`config.mk`:
```
export PLATFORM = sky130hd
export DESIGN_NAME = idli_insn_deser_m
export DESIGN_NICKNAME = d
export VERILOG_FILES = /design/src/rtl/idli_insn_deser_m.sv
export SDC_FILE = /design/constraint.sdc
export NUM_CORES = 1
export LEC_CHECK = 0
export ABC_CLOCK_PERIOD_IN_PS = 2900
export BUFFER_PORTS_ARGS = -buffer_cell sky130_fd_sc_hd__buf_4
export CAP_MARGIN = 25
export CORE_ASPECT_RATIO = 0.6
export CORE_UTILIZATION = 53
export CTS_CLUSTER_DIAMETER = 80
export CTS_CLUSTER_SIZE = 30
export DETAILED_ROUTE_END_ITERATION = 16
export HOLD_SLACK_MARGIN = 0.05
export PLACE_DENSITY = 0.84
export SLEW_MARGIN = 20
export SYNTH_ARGS = -nofsm -noshare
export SYNTH_HDL_FRONTEND = slang
export SYNTH_SLANG_ARGS = --single-unit
```
`constraint.sdc`:
```
create_clock -name i_ids_gck -period 2.9 [get_ports i_ids_gck]
set_input_delay 0.29 -clock i_ids_gck [delete_from_list [all_inputs] [get_ports i_ids_gck]]
set_output_delay 0.29 -clock i_ids_gck [all_outputs]
set_load 0.05 [all_outputs]
```
`src/rtl/idli_insn_deser_m.sv`:
```
// Instruction deserialiser: assembles LANE_W-bit serial beats into WORD_W-bit
// instruction words, attaches an optional trailing immediate, and buffers
// complete entries in a DEPTH-deep first-word-fall-through FIFO.
module idli_insn_deser_m #(
  parameter int unsigned LANE_W    = 4,
  parameter int unsigned WORD_W    = 16,
  parameter int unsigned DEPTH     = 2,
  parameter bit          MSB_FIRST = 1'b1,
  parameter bit          IMM_EN    = 1'b1
) (
  input  logic                           i_ids_gck,
  input  logic                           i_ids_rst,
  input  logic [LANE_W-1:0]              i_ids_enc,
  input  logic                           i_ids_enc_vld,
  output logic                           o_ids_enc_rdy,
  input  logic                           i_ids_flush,
  output logic                           o_ids_vld,
  input  logic                           i_ids_rdy,
  output logic [WORD_W-1:0]              o_ids_insn,
  output logic [WORD_W-1:0]              o_ids_imm,
  output logic                           o_ids_imm_vld,
  output logic [$clog2(DEPTH+1)-1:0]     o_ids_cnt
);

  localparam int unsigned BEATS  = WORD_W / LANE_W;
  localparam int unsigned CNT_W  = $clog2(DEPTH + 1);
  localparam int unsigned PTR_W  = (DEPTH > 1) ? $clog2(DEPTH) : 1;
  localparam int unsigned BCNT_W = (BEATS > 1) ? $clog2(BEATS) : 1;

  typedef enum logic [0:0] {
    S_INSN = 1'b0,
    S_IMM  = 1'b1
  } state_t;

  state_t              state_q;
  logic [BCNT_W-1:0]   beat_q;
  logic [WORD_W-1:0]   shreg_q;
  logic [WORD_W-1:0]   pend_q;
  logic [WORD_W-1:0]   asm_word;

  logic [WORD_W-1:0]   insn_mem [DEPTH];
  logic [WORD_W-1:0]   imm_mem  [DEPTH];
  logic                immv_mem [DEPTH];
  logic [PTR_W-1:0]    wptr_q;
  logic [PTR_W-1:0]    rptr_q;
  logic [CNT_W-1:0]    cnt_q;

  logic                beat_acc;
  logic                last_beat;
  logic                has_imm;
  logic                push;
  logic                pop;
  logic [WORD_W-1:0]   push_insn;
  logic [WORD_W-1:0]   push_imm;
  logic                push_immv;

  function automatic logic [PTR_W-1:0] ptr_inc(input logic [PTR_W-1:0] p);
    return (p == PTR_W'(DEPTH - 1)) ? '0 : p + 1'b1;
  endfunction

  // Ready depends only on registered occupancy, never on the consumer side.
  assign o_ids_enc_rdy = (cnt_q != CNT_W'(DEPTH));
  assign o_ids_vld     = (cnt_q != '0);
  assign o_ids_cnt     = cnt_q;
  assign o_ids_insn    = insn_mem[rptr_q];
  assign o_ids_imm     = imm_mem[rptr_q];
  assign o_ids_imm_vld = immv_mem[rptr_q];

  assign beat_acc  = i_ids_enc_vld & o_ids_enc_rdy & ~i_ids_flush;
  assign last_beat = (beat_q == BCNT_W'(BEATS - 1));
  assign pop       = o_ids_vld & i_ids_rdy & ~i_ids_flush;

  // Word as it stands with the current beat shifted in.
  always_comb begin
    asm_word = '0;
    if (MSB_FIRST) begin
      asm_word = (shreg_q << LANE_W) | WORD_W'(i_ids_enc);
    end else begin
      asm_word = (shreg_q >> LANE_W) | (WORD_W'(i_ids_enc) << (WORD_W - LANE_W));
    end
  end

  // Decide whether the last beat completes an entry and what that entry holds.
  always_comb begin
    has_imm   = IMM_EN && (asm_word[2:0] == 3'b111);
    push      = 1'b0;
    push_insn = asm_word;
    push_imm  = '0;
    push_immv = 1'b0;
    if (beat_acc && last_beat) begin
      if (state_q == S_IMM) begin
        push      = 1'b1;
        push_insn = pend_q;
        push_imm  = asm_word;
        push_immv = 1'b1;
      end else if (!has_imm) begin
        push      = 1'b1;
      end
    end
  end

  // Assembly FSM: beat counter, shift register and pending instruction.
  always_ff @(posedge i_ids_gck or posedge i_ids_rst) begin
    if (i_ids_rst) begin
      state_q <= S_INSN;
      beat_q  <= '0;
      shreg_q <= '0;
      pend_q  <= '0;
    end else if (i_ids_flush) begin
      state_q <= S_INSN;
      beat_q  <= '0;
      pend_q  <= '0;
    end else if (beat_acc) begin
      shreg_q <= asm_word;
      if (last_beat) begin
        beat_q <= '0;
        case (state_q)
          S_INSN: begin
            if (has_imm) begin
              pend_q  <= asm_word;
              state_q <= S_IMM;
            end
          end
          S_IMM: begin
            state_q <= S_INSN;
          end
          default: state_q <= S_INSN;
        endcase
      end else begin
        beat_q <= beat_q + 1'b1;
      end
    end
  end

  // FIFO pointers and occupancy; flush wins over push and pop.
  always_ff @(posedge i_ids_gck or posedge i_ids_rst) begin
    if (i_ids_rst) begin
      wptr_q <= '0;
      rptr_q <= '0;
      cnt_q  <= '0;
    end else if (i_ids_flush) begin
      wptr_q <= '0;
      rptr_q <= '0;
      cnt_q  <= '0;
    end else begin
      if (push) wptr_q <= ptr_inc(wptr_q);
      if (pop)  rptr_q <= ptr_inc(rptr_q);
      case ({push, pop})
        2'b10:   cnt_q <= cnt_q + 1'b1;
        2'b01:   cnt_q <= cnt_q - 1'b1;
        default: cnt_q <= cnt_q;
      endcase
    end
  end

  // FIFO storage write at the write pointer.
  always_ff @(posedge i_ids_gck or posedge i_ids_rst) begin
    if (i_ids_rst) begin
      for (int unsigned i = 0; i < DEPTH; i++) begin
        insn_mem[i] <= '0;
        imm_mem[i]  <= '0;
        immv_mem[i] <= 1'b0;
      end
    end else if (push) begin
      insn_mem[wptr_q] <= push_insn;
      imm_mem[wptr_q]  <= push_imm;
      immv_mem[wptr_q] <= push_immv;
    end
  end

endmodule

```
### After elaboration in Yosys (flattened, before gate mapping)

Index checks and enable logic that the tools add are counted.

| word-level totals | value |
|---|---|
| flip-flop bits (word level) | 101 |
| bits of input ports | 9 |

| operators by class | value |
|---|---|
| add/sub/neg operators | 5 |
| order comparisons | 3 |
| equal/unequal tests | 6 |
| multiplexer cells | 46 |
| bitwise operators | 9 |
| reductions and logical operators | 12 |

Operators with widths:

| kind | count |
|---|---|
| 2-to-1 mux 16 bit | 16 |
| bitwise mux 32 bit | 2 |
| 2-to-1 mux 1 bit | 19 |
| demux 16 bit (select 1 bit) | 1 |
| OR 16 x 4 -> 16 bit | 1 |
| nonzero test 2 bit | 6 |
| 2-to-1 mux 2 bit | 4 |
| adder 2 x 1 -> 2 bit (second input constant) | 2 |
| bitwise AND 1 bit | 4 |
| equality test 2 bit (second input constant) | 2 |
| greater-or-equal comparator 2 bit (second input constant) | 2 |
| inequality test 2 bit (second input constant) | 2 |
| inverter 1 -> 2 bit | 2 |
| case mux 2 bit (2 select lines) | 1 |
| AND reduction 2 bit | 2 |
| AND reduction 4 bit | 1 |
| equality test 3 bit (second input constant) | 1 |
| nonzero test 3 bit | 1 |
| adder 1 bit (second input constant) | 2 |
| bitwise mux 2 bit | 1 |
| equality test 2 x 1 -> 1 bit (second input constant) | 1 |
| logical AND 1 bit | 2 |
| less-than comparator 2 x 1 -> 1 bit (second input constant) | 1 |
| inverter 1 bit | 2 |
| other kinds (3) | 3 |

### Longest topological paths before layout

| depth | value |
|---|---|
| word-level depth | 8 |
| mapped depth | 7 |

### Worst setup path after synthesis

OpenSTA, ideal clock, no wires.

| timing | value |
|---|---|
| path type | register to register |
| start | register cnt_q[1] (netlist: o_ids_cnt[1]) |
| end | register imm_mem[0] (netlist bit) |
| setup time | 0.125 ns |
| arrival | 2.073 ns |
| required time | 2.775 ns |
| slack | 0.702 ns |
| cell stages (with the launch flop) | 8 |
| buffers on the path | 2 |
| cell sequence | dfrtp_1 nor2b_4 inv_2 and3_1 buf_4 nand4_4 buf_6 mux2_4 |

| between the ends | value |
|---|---|
| longest elaborated chain between the ends | 6 |

RTL lines:

| what | RTL line | source |
|---|---|---|
| start: declaration | 46 | `logic [CNT_W-1:0] cnt_q;` |
| start signal: assignment | 149 | `2'b10: cnt_q <= cnt_q + 1'b1;` |
| start signal: assignment | 150 | `2'b01: cnt_q <= cnt_q - 1'b1;` |
| start signal: assignment | 151 | `default: cnt_q <= cnt_q;` |
| inequality test 2 bit * | 62 | `assign o_ids_enc_rdy = (cnt_q != CNT_W'(DEPTH));` |
| named net o_ids_enc_rdy | 15 | `output logic o_ids_enc_rdy,` |
| bitwise AND 1 bit * (2 in series) | 69 | `assign beat_acc = i_ids_enc_vld & o_ids_enc_rdy & ~i_ids_flush;` |
| logical AND 1 bit * | 90 | `if (beat_acc && last_beat) begin` |
| 2-to-1 mux 16 bit | 90 |  |
| bitwise mux 32 bit | 166 | `imm_mem[wptr_q] <= push_imm;` |
| end signal: indexed assignment | 166 |  |
| end: declaration | 42 | `logic [WORD_W-1:0] imm_mem [DEPTH];` |

Mark *: on every way through the listed nets, which the timed path passes. The rest lies on a longest branch.
A chain may end at the register's enable or synchronous reset.

### Worst setup path after layout

| timing | value |
|---|---|
| start | register beat_q[0] |
| end | register pend_q[14] |

| between the ends | value |
|---|---|
| longest elaborated chain between the ends | 3 |

RTL lines:

| what | RTL line | source |
|---|---|---|
| start: declaration | 36 | `logic [BCNT_W-1:0] beat_q;` |
| start signal: assignment | 130 | `beat_q <= beat_q + 1'b1;` |
| equality test 2 bit | 70 | `assign last_beat = (beat_q == BCNT_W'(BEATS - 1));` |
| nonzero test 2 bit (no line) | -- |  |
| AND reduction 4 bit (no line) | -- |  |
| end signal: assignment | 120 | `pend_q <= asm_word;` |
| end: declaration | 38 | `logic [WORD_W-1:0] pend_q;` |

Every way passes these cells.

==> impl_metrics.tcl <==
set metrics [dict create \
    hold_violations 0 \
    rsz0062_at_grt "false" \
    cts_resized 0 \
    r2r_setup_slack_ns 0.48 \
    criticalPathCategory "reg2reg" \
    antenna_found_initial 0 \
    tightest_slew_ns 0.8810 \
    n_antenna_cell 0 \
    critPathMaxFanout 22 \
    std_cell_rows 26 \
    dieArea_um2 9441 \
    netlist_instances 377 \
    setup_tns_ns 0 \
    cp-start-kind "register" \
    timing.slew.headroom_pct 41.15 \
    clock-sinks 101 \
    drc 10 \
    track_usage_pct 24.26 \
    place_inst 521 \
    hold_buffers 0 \
    ys_warn_count 0 \
    reg2reg_to "pend_q[14]" \
    ys_seq_area_share_pct 52.73 \
    dieHeight_um 75.67 \
    num_io_pins 46 \
    drt-wirelength-per-cell_um 18.70 \
    stdcell_area_um2 5587 \
    drive_gt1_share_pct 46.12 \
    cp.arrival_ns 2.64 \
    core_um2 8653 \
    insertion_delay_ns 0.35 \
    period_share_pct 83.51 \
    grt_remaining_overflow 0 \
    final_max_slew_viol_count 0 \
    syn_to_final_growth_pct 16.55 \
    dp.final_hpwl_um 6721 \
    hold_path_class "in2async" \
    cts_tree "built" \
    clk_pin_slew_worst_paths_ns 0.06 \
    fin_nets 430 \
    syn_area_per_cell_um2 12.71 \
    required_ns 3.12 \
    endpoint_kind "register" \
    finalNonFillerCells 537 \
    synth_seq_cells 101 \
    clock_skew_ns 0.009230 \
    clockBufferDepth 2 \
    cts_max_level 3 \
    dpl_cell_area_um2 5248 \
    layout_min_cycle_time_ns 2.422 \
    total_power_mw 3.248 \
    r2r-start "beat_q[0]" \
    grt_pass1_wl_um 17010 \
    power_leakage_nw 2.912 \
    status "finished with violations" \
    vias_per_cell 5.659 \
    grt_max_degree 39 \
    first_global_vias 3153 \
    die-width_um 124.8 \
    failed_checks "design-rule violations" \
    drtPass1Iterations 10 \
    maxCapViolCount 0 \
    numCtsBuffers 9 \
    ir_drop_mv 0.3479 \
    setup_viol 0 \
    syn-num-nets 387 \
    p_per_area_nw_per_um2 581.4 \
    vias 3039 \
    cts_root_buffer "clkbuf_16" \
    drt_iter0_drc 256 \
    wirelength_um 10040 \
    r2r_cells 5 \
    ant_nets 0 \
    initial_core_util_pct 55.39 \
    max_clock_freq_ghz 0.4129 \
    post-route-util_pct 64.56 \
    crit_start "beat_q[0]" \
    postCtsSetupBuffers 0 \
    port_buffers 45 \
    synth_cell_types 35 \
    netlist_area_um2 4793 \
    critPathCapture "pend_q[14]" \
    gp_congestion 0.8025 \
]
==> registers in the layout (all words and copies together) (netlist names) <==
signal and cells:
beat_q 2, imm_mem 32, immv_mem 2, insn_mem 32, o_ids_cnt 2, pend_q 16
rptr_q 1, shreg_q 12, state_q 1, wptr_q 1
==> through the flow <==
stage / worst slack [ns] / hold WS, ns
after floorplan: 0.7021 / 0.3535
after global placement: 0.6189 / 0.4753
after detailed placement: 0.5432 / 0.4856
after CTS: 0.5194 / 0.1415
after global routing: 0.2872 / 0.1747
final: 0.4781 / 0.1181
==> cell usage in the layout (no fill, tap or decap), drive strengths merged, types with 2 or more instances in the layout <==
cell and instances:
clkinv 4, nand3 3, or2 2, nor2b 2, clkbuf 9, nor3 2
nor2 8, buf 55, mux2 115, a21oi 16, and3 17, nand2 69
bufinv 3, inv 3, dfrtp 101, xor2 2
==> metal layers <==
| metal | vias up | GRT usage [%] | share of wire (%) | wire (um) |
|---|---|---|---|---|
| met2 | 101 | 38.33 | 45 | 4497 |
| met4 | 0 | 6.173 | 0.76 | 76 |
| met5 | - | 0 | 0 | 0 |
| met3 | 6 | 6.952 | 6.0 | 607 |
| met1 | 1543 | 33.63 | 48 | 4861 |
| li1 | 1389 | - | - | - |
==> layout make-up <==
cell class                 instances  area (um2)
sequential                       101        2527
multi-input combinational        249        2123
tap                              112       140.1
clock inverter                     7       113.9
fill                             648        3067
clock buffer                       9       225.2
inverter                           4       18.77
timing repair buffer              55       437.9
==> cell usage after synthesis <==
library cell	count	area share, %
mux2_4	30	9.4
nand3_2	1	0.21
buf_6	3	0.70
ha_1	1	0.26
o211ai_1	1	0.16
nor4b_4	1	0.50
nand2_1	69	5.4
o31ai_1	1	0.16
nand2b_1	1	0.13
nor2_1	8	0.63
inv_1	3	0.23
buf_1	1	0.078
nor2b_1	1	0.13
mux2_2	85	20
mux2i_1	1	0.21
or4b_1	1	0.21
a21oi_1	16	1.7
a31oi_1	1	0.13
nor3_4	1	0.34
nor3_1	1	0.10
nand4_4	1	0.44
xor2_1	2	0.37
o21ai_0	1	0.10
dfrtp_1	101	53
buf_2	3	0.31
nand3_1	2	0.21
nand4b_4	1	0.50
inv_2	1	0.078
clkbuf_1	12	0.94
buf_4	4	0.63
o2111ai_1	1	0.18
and3_1	17	2.2
and2_1	1	0.13
nor2b_4	1	0.29
or2_2	2	0.26
==> worst min path at each step <==
stage	endpoint	cells after the start
final	insn_mem[18]	2
after CTS	insn_mem[18]	2
after global routing	insn_mem[18]	2
after global placement	pend_q[1]	2
after detailed placement	pend_q[0]	2
after floorplan	o_ids_cnt[0]	1
==> worst max-delay path, cell delays in order, from the launching register on <==
cell and delay (ns):
dfrtp_1 0.38, ha_1 0.58, inv_1 0.23, or4b_1 0.85, nand2_1 0.18, a21oi_1 0.08
==> kinds of logic after synthesis <==
kind of cell / Yosys count / synth area share, %
AOI/OAI and AO/OA: 21 / 2.402
xor gates and xnor gates: 2 / 0.3655
adders and majority gates: 1 / 0.2610
buffers and inverters: 27 / 2.975
DFF: 101 / 52.73
muxes: 116 / 29.57
and+or+nand+nor: 109 / 11.69
==> power breakdown <==
part	internal, mW	total, mW	switching, mW
Combinational	0.136	0.366	0.230
Clock	0.840	1.36	0.520
Sequential	1.47	1.52	0.0547
Total	2.44	3.25	0.805
(Power assumes the default switching activity.)
